===== config.mk =====
export PLATFORM = sky130hd
export DESIGN_NAME = multicycle_ctrl
export DESIGN_NICKNAME = d
export VERILOG_FILES = /design/src/rtl/ctrl_pkg.sv /design/src/rtl/ctrl_decode.sv /design/src/rtl/multicycle_ctrl.sv
export SDC_FILE = /design/constraint.sdc
export NUM_CORES = 1
export LEC_CHECK = 0
export CORE_MARGIN = 2
export CORE_UTILIZATION = 46
export DETAILED_ROUTE_END_ITERATION = 8
export GPL_ROUTABILITY_DRIVEN = 0
export PLACE_DENSITY = 0.77
export SYNTH_ARGS = -nofsm -noshare
export SYNTH_HDL_FRONTEND = slang
export SYNTH_HIERARCHICAL = 1
export SYNTH_SLANG_ARGS = --single-unit

===== constraint.sdc =====
create_clock -name clk -period 2.8 [get_ports clk]
set_clock_uncertainty 0.1 [all_clocks]
set_input_delay 0.42 -clock clk [delete_from_list [all_inputs] [get_ports clk]]
set_output_delay 0.42 -clock clk [all_outputs]
set_load 0.05 [all_outputs]

===== src/rtl/ctrl_pkg.sv =====
// Shared encodings for the multi-cycle RV32I control path: opcodes, FSM states,
// instruction classes and datapath select values.
package ctrl_pkg;

   localparam int unsigned OPCODE_W = 7;
   localparam int unsigned FUNCT3_W = 3;
   localparam int unsigned WB_SEL_W = 2;

   localparam logic [OPCODE_W-1:0] OP_R      = 7'b0110011;
   localparam logic [OPCODE_W-1:0] OP_IALU   = 7'b0010011;
   localparam logic [OPCODE_W-1:0] OP_LOAD   = 7'b0000011;
   localparam logic [OPCODE_W-1:0] OP_STORE  = 7'b0100011;
   localparam logic [OPCODE_W-1:0] OP_BRANCH = 7'b1100011;
   localparam logic [OPCODE_W-1:0] OP_JAL    = 7'b1101111;
   localparam logic [OPCODE_W-1:0] OP_LUI    = 7'b0110111;

   typedef enum logic [2:0] {
      S_RST,
      S_FETCH,
      S_DECODE,
      S_EXEC,
      S_MEM,
      S_WB,
      S_TRAP
   } state_t;

   typedef enum logic [2:0] {
      CL_R,
      CL_IALU,
      CL_LOAD,
      CL_STORE,
      CL_BRANCH,
      CL_JAL,
      CL_LUI,
      CL_NONE
   } inst_class_t;

   localparam logic [WB_SEL_W-1:0] WB_ALU = 2'd0;
   localparam logic [WB_SEL_W-1:0] WB_MEM = 2'd1;
   localparam logic [WB_SEL_W-1:0] WB_PC4 = 2'd2;
   localparam logic [WB_SEL_W-1:0] WB_IMM = 2'd3;

   localparam logic PC_SEL_PC4 = 1'b0;
   localparam logic PC_SEL_IMM = 1'b1;

   localparam logic ADDR_PC  = 1'b0;
   localparam logic ADDR_ALU = 1'b1;

   localparam logic ALU_B_RS2 = 1'b0;
   localparam logic ALU_B_IMM = 1'b1;

   // ALU operand B comes from the immediate for I-ALU and address generation.
   function automatic logic uses_imm(input inst_class_t cls);
      return (cls == CL_IALU) || (cls == CL_LOAD) || (cls == CL_STORE);
   endfunction

   function automatic logic [WB_SEL_W-1:0] wb_sel_for(input inst_class_t cls);
      logic [WB_SEL_W-1:0] sel;
      case (cls)
         CL_LOAD: sel = WB_MEM;
         CL_JAL:  sel = WB_PC4;
         CL_LUI:  sel = WB_IMM;
         default: sel = WB_ALU;
      endcase
      return sel;
   endfunction

endpackage


===== src/rtl/ctrl_decode.sv =====
// Combinational opcode/funct3 classifier; flags unsupported opcodes and
// reserved funct3 encodings of branch, load and store.
module ctrl_decode
   import ctrl_pkg::*;
(
   input  logic [OPCODE_W-1:0] opcode_i,
   input  logic [FUNCT3_W-1:0] funct3_i,
   output inst_class_t         cls_o,
   output logic                illegal_o
);

   always_comb begin
      cls_o     = CL_NONE;
      illegal_o = 1'b1;
      case (opcode_i)
         OP_R: begin
            cls_o     = CL_R;
            illegal_o = 1'b0;
         end
         OP_IALU: begin
            cls_o     = CL_IALU;
            illegal_o = 1'b0;
         end
         OP_LOAD: begin
            cls_o     = CL_LOAD;
            illegal_o = (funct3_i == 3'b011) || (funct3_i == 3'b110) ||
                        (funct3_i == 3'b111);
         end
         OP_STORE: begin
            cls_o     = CL_STORE;
            illegal_o = (funct3_i >= 3'b011);
         end
         OP_BRANCH: begin
            cls_o     = CL_BRANCH;
            illegal_o = (funct3_i == 3'b010) || (funct3_i == 3'b011);
         end
         OP_JAL: begin
            cls_o     = CL_JAL;
            illegal_o = 1'b0;
         end
         OP_LUI: begin
            cls_o     = CL_LUI;
            illegal_o = 1'b0;
         end
         default: begin
            cls_o     = CL_NONE;
            illegal_o = 1'b1;
         end
      endcase
   end

endmodule


===== src/rtl/multicycle_ctrl.sv =====
// Multi-cycle RV32I control FSM: sequences fetch/decode/execute/memory/writeback,
// drives the datapath selects combinationally from state and counts retirements.
module multicycle_ctrl
   import ctrl_pkg::*;
#(
   parameter int unsigned CNT_W = 32
) (
   input  logic                clk,
   input  logic                rst,
   input  logic [OPCODE_W-1:0] opcode,
   input  logic [FUNCT3_W-1:0] funct3,
   input  logic                br_taken,
   input  logic                mem_ack,
   output logic                mem_req,
   output logic                mem_we,
   output logic                addr_sel,
   output logic                ir_we,
   output logic                alu_b_sel,
   output logic                pc_we,
   output logic                pc_sel,
   output logic                reg_we,
   output logic [WB_SEL_W-1:0] wb_sel,
   output logic                illegal,
   output logic [CNT_W-1:0]    retired
);

   state_t           state_q;
   inst_class_t      cls;
   logic             dec_illegal;
   logic [CNT_W-1:0] retired_q;
   logic [CNT_W-1:0] retired_d;

   ctrl_decode u_decode (
      .opcode_i  (opcode),
      .funct3_i  (funct3),
      .cls_o     (cls),
      .illegal_o (dec_illegal)
   );

   // State sequencing; the class only matters from DECODE on, once IR holds the new word.
   always_ff @(posedge clk or posedge rst) begin
      if (rst) begin
         state_q <= S_RST;
      end else begin
         case (state_q)
            S_RST:    state_q <= S_FETCH;
            S_FETCH:  if (mem_ack) state_q <= S_DECODE;
            S_DECODE: state_q <= dec_illegal ? S_TRAP : S_EXEC;
            S_EXEC: begin
               case (cls)
                  CL_BRANCH:         state_q <= S_FETCH;
                  CL_LOAD, CL_STORE: state_q <= S_MEM;
                  default:           state_q <= S_WB;
               endcase
            end
            S_MEM: begin
               if (mem_ack) state_q <= (cls == CL_STORE) ? S_FETCH : S_WB;
            end
            S_WB:     state_q <= S_FETCH;
            S_TRAP:   state_q <= S_TRAP;
            default:  state_q <= S_RST;
         endcase
      end
   end

   // Datapath controls decoded straight from state; RST and TRAP leave every enable low.
   always_comb begin
      mem_req   = 1'b0;
      mem_we    = 1'b0;
      addr_sel  = ADDR_PC;
      ir_we     = 1'b0;
      alu_b_sel = ALU_B_RS2;
      pc_we     = 1'b0;
      pc_sel    = PC_SEL_PC4;
      reg_we    = 1'b0;
      wb_sel    = WB_ALU;
      illegal   = 1'b0;
      case (state_q)
         S_FETCH: begin
            mem_req  = 1'b1;
            addr_sel = ADDR_PC;
            ir_we    = mem_ack;
         end
         S_EXEC: begin
            alu_b_sel = uses_imm(cls) ? ALU_B_IMM : ALU_B_RS2;
            if (cls == CL_BRANCH) begin
               pc_we  = 1'b1;
               pc_sel = br_taken ? PC_SEL_IMM : PC_SEL_PC4;
            end
         end
         S_MEM: begin
            mem_req   = 1'b1;
            addr_sel  = ADDR_ALU;
            alu_b_sel = ALU_B_IMM;
            mem_we    = (cls == CL_STORE);
            if (mem_ack && (cls == CL_STORE)) begin
               pc_we  = 1'b1;
               pc_sel = PC_SEL_PC4;
            end
         end
         S_WB: begin
            reg_we = 1'b1;
            pc_we  = 1'b1;
            wb_sel = wb_sel_for(cls);
            pc_sel = (cls == CL_JAL) ? PC_SEL_IMM : PC_SEL_PC4;
         end
         S_TRAP: begin
            illegal = 1'b1;
         end
         default: begin
            illegal = 1'b0;
         end
      endcase
   end

   // One PC update per instruction, so pc_we doubles as the retire strobe.
   always_comb begin
      retired_d = retired_q;
      if (pc_we) retired_d = retired_q + CNT_W'(1);
   end

   always_ff @(posedge clk or posedge rst) begin
      if (rst) begin
         retired_q <= '0;
      end else begin
         retired_q <= retired_d;
      end
   end

   assign retired = retired_q;

   a_ir_excl: assert property (@(posedge clk) disable iff (rst)
      !(ir_we && (pc_we || reg_we)));
   a_reg_with_pc: assert property (@(posedge clk) disable iff (rst)
      reg_we |-> pc_we);
   a_we_qual: assert property (@(posedge clk) disable iff (rst)
      mem_we |-> mem_req);
   a_trap_sticky: assert property (@(posedge clk) disable iff (rst)
      illegal |=> illegal);

endmodule


==> flow_summary_export.csv <==
group,metric,value,unit
floorplanning,dieArea,4940,sq um
floorplanning,die_width,70.3,um
clock_network,clock-sinks,35,
logic_synthesis,syn-mean-instance-area,10.1,sq um
floorplanning,die_height,70.3,um
status,status,"complete, no violations",
timing,slew_violations,0,
logic_synthesis,ys_warn_count,6,
timing,fmax,373,MHz
drt,wire_per_inst,14.0,um
grt,met1_usage,26.2,%
timing,setup_viol,0,
logic_synthesis,yosys.area.top_type,"dfrtp_1",
logic_synthesis,syn-cell-area,2020,sq um
clock_network,holdBufCountCts,0,
setup_path,rrSetupSlack,0.51,ns
timing,hold_ws,0.396,ns
logic_synthesis,synth_area_leaders,"dfrtp_1 43%, xnor2_1 7.4%, xor2_1 7.4%",
layout,multi_input_area,1140,sq um
drt,viasPerCell,5.22,
timing,finalHoldViolations,0,
floorplanning,start_util,47.1,%
logic_synthesis,ys_ff_latch,35,
job,drv_cap,0,
layout,area_growth,49.7,%
logic_synthesis,yosysTopAreaCellShare,43.3,%
placed_design,port_buffers,56,
drt,dr.pass1.iters,4,
logic_synthesis,synth_flop_cell,"dfrtp_1",
grt,grt_max_degree,36,
grt,grt_pass1_vias,1740,
hold_path,holdPathEnd,"retired[24]",
timing,worst_slew_pin_slew,0.521,ns
grt,busiest_layer,"met2",
grt,grtUsageMet3,3.17,%
hold_path,holdPathStages,1,
grt,grt_use_total,20.1,%
clock_network,clkTransAtPathRegs,0.07,ns
layout,final_common_cell,"clkdlybuf4s50_1",
setup_path,reg2regPathDepth,5,
drt,remaining_drc_errors,0,
power,p_per_area,615,nW/um^2
timing,relSlewSlack,65.1,%
hold_path,hold_class,"flop to flop",
logic_synthesis,synth_edf_count,0,
placed_design,post-dp-hpwl,3.51,mm
floorplanning,rows,24,
clock_network,cts_tree,"built",
drt,drtIter0Drc,54,
clock_network,clock_path_buffers,2,
layout,final_cell_area,3030,sq um
clock_network,numCtsBuffers,5,
drt,routed_wl,4.76,mm
logic_synthesis,async_reset_ff_share,100,%
clock_network,cts-root-buf,"clkbuf_8",
setup_path,worstReg2RegStart,"retired[3]",
grt,grt_pass1_wl,7.96,mm
setup_path,crit_required,2.28,ns
placed_design,post_dp_cell_area,2910,sq um
clock_network,clock_latency,0.28,ns
logic_synthesis,synth_seq_area_share,43.3,%
setup_path,r2r_end,"retired[28]",
logic_synthesis,syn_nets,216,
power,p_leak,1.35,nW
grt,overflow,0,
grt,grtUsageMet2,33.2,%
setup_path,worstSetupPathType,"input pin to output port",
timing,finalSetupTns,0,ns
timing,rsz0062_at_grt,"false",
timing,period_share,95.8,%
clock_network,cts.htree.levels,2,
power,peakVddDrop,0.331,mV
layout,antennaDiodeCount,0,
grt,grt_antenna_before_repair,0,
timing,min_period,2.68,ns
logic_synthesis,postSynthCellCount,201,
setup_path,cp-start-kind,"input pin",
layout,final-seq-area,876,sq um
floorplanning,ioPinCount,57,
setup_path,critPathArrivalTime,2.16,ns
layout,fin_nets,301,
drt,vias,1769,
floorplanning,coreArea,4290,sq um
logic_synthesis,netlist-cell-type-count,48,
layout,final_cell_mix,"43 x clkdlybuf4s50_1, 35 x dfrtp_1, 27 x buf_4",
layout,drive_gt1_share,22.6,%
setup_path,path_max_fanout,2,
hold_path,hp-start,"retired[24]",
setup_path,cp-end-kind,"output port",
layout,fillers,344,
drt,ant_nets,0,
per-layer routing:
layer / vias to the layer above / share of wire, %
li1: 883 / -
met1: 834 / 46
met2: 41 / 48
met3: 11 / 3.5
met4: 0 / 2.1
met5: - / 0
flip-flops by register name, summed over array words and instances, names as in the netlist:
register / flops
retired: 32
state_q: 3
kinds of logic (layout without fill, tap and decap cells):
logic type,after synthesis,count (layout),synth area share [%]
muxes,2,2,1.11
AOI/OAI and AO/OA,22,22,7.62
buffers and inverters,17,103,3.90
DFF,35,35,43.3
and+or+nand+nor,90,90,28.7
adders and majority gates,1,1,0.619
xor gates and xnor gates,34,34,14.7
metrics by stage:
| stage | util (%) | worst slack (ns) | cells | total power, mW |
|---|---|---|---|---|
| 2_1_floorplan | - | -0.0756 | 201 | 1.20 |
| 3_3_place_gp | 67.7 | -0.477 | 329 | 1.49 |
| 3_5_place_dp | 67.7 | -0.573 | 329 | 1.51 |
| 4_1_cts | 70.2 | 0.00634 | 339 | 1.87 |
| 5_1_grt | 70.5 | 0.0317 | 339 | 1.94 |
| 6_report | 70.5 | 0.119 | 339 | 1.86 |
worst max path at each step:
stage / from / endpoint / slack (ns)
2_1_floorplan: opcode[2] / wb_sel[0] / -0.08
3_3_place_gp: opcode[6] / retired[29] / -0.48
3_5_place_dp: opcode[6] / retired[29] / -0.57
4_1_cts: opcode[6] / pc_sel / 0.006
5_1_grt: opcode[2] / pc_sel / 0.03
6_report: opcode[2] / pc_sel / 0.12
report_power, final:
group / internal (mW) / switching (mW) / total [mW]
clock network: 0.174 / 0.176 / 0.350
logic: 0.332 / 0.507 / 0.839
registers: 0.569 / 0.102 / 0.671
cell type report:
| cell class | instances | share of cell area, % |
|---|---|---|
| flip-flops and latches | 35 | 28.9 |
| multi-input cells | 149 | 37.7 |
| well taps | 52 | 2.15 |
| repair buffers | 83 | 27.0 |
| clock buffers | 7 | 2.52 |
| clock inverters | 1 | 0.165 |
| inverters | 12 | 1.49 |
worst max-delay path, stage by stage:
cell and delay [ns]:
clkbuf_2 0.09, or3b_4 0.40, a21boi_2 0.14, o211ai_1 0.11, buf_4 0.16, nor4bb_1 0.24, a21oi_1 0.10, nor4bb_4 0.33
buf_12 0.18
cells in the mapped netlist (2+ instances only):
cell type   n
a21oi_1     4
and2_1      2
and3_1      3
buf_6       2
clkbuf_1    3
dfrtp_1    35
inv_1      12
mux2_2      2
nand2_1    16
nand2b_1    4
nand3_1     9
nand3b_1    6
nand4_1     2
nor2_1     13
nor3_1      9
nor3b_1     2
nor4_1      4
nor4_4      3
nor4b_1     2
nor4bb_1    2
o211ai_1    2
o21ai_0     5
or3b_1      2
xnor2_1    17
xor2_1     17
timing repair:
item | in CTS | in global routing
pin swaps | 6 | 5
setup buffers | 2 | 0
gates resized for setup | 16 | 8
endpoints found under the setup margin | 25 | 7
(Power assumes the default switching activity.)
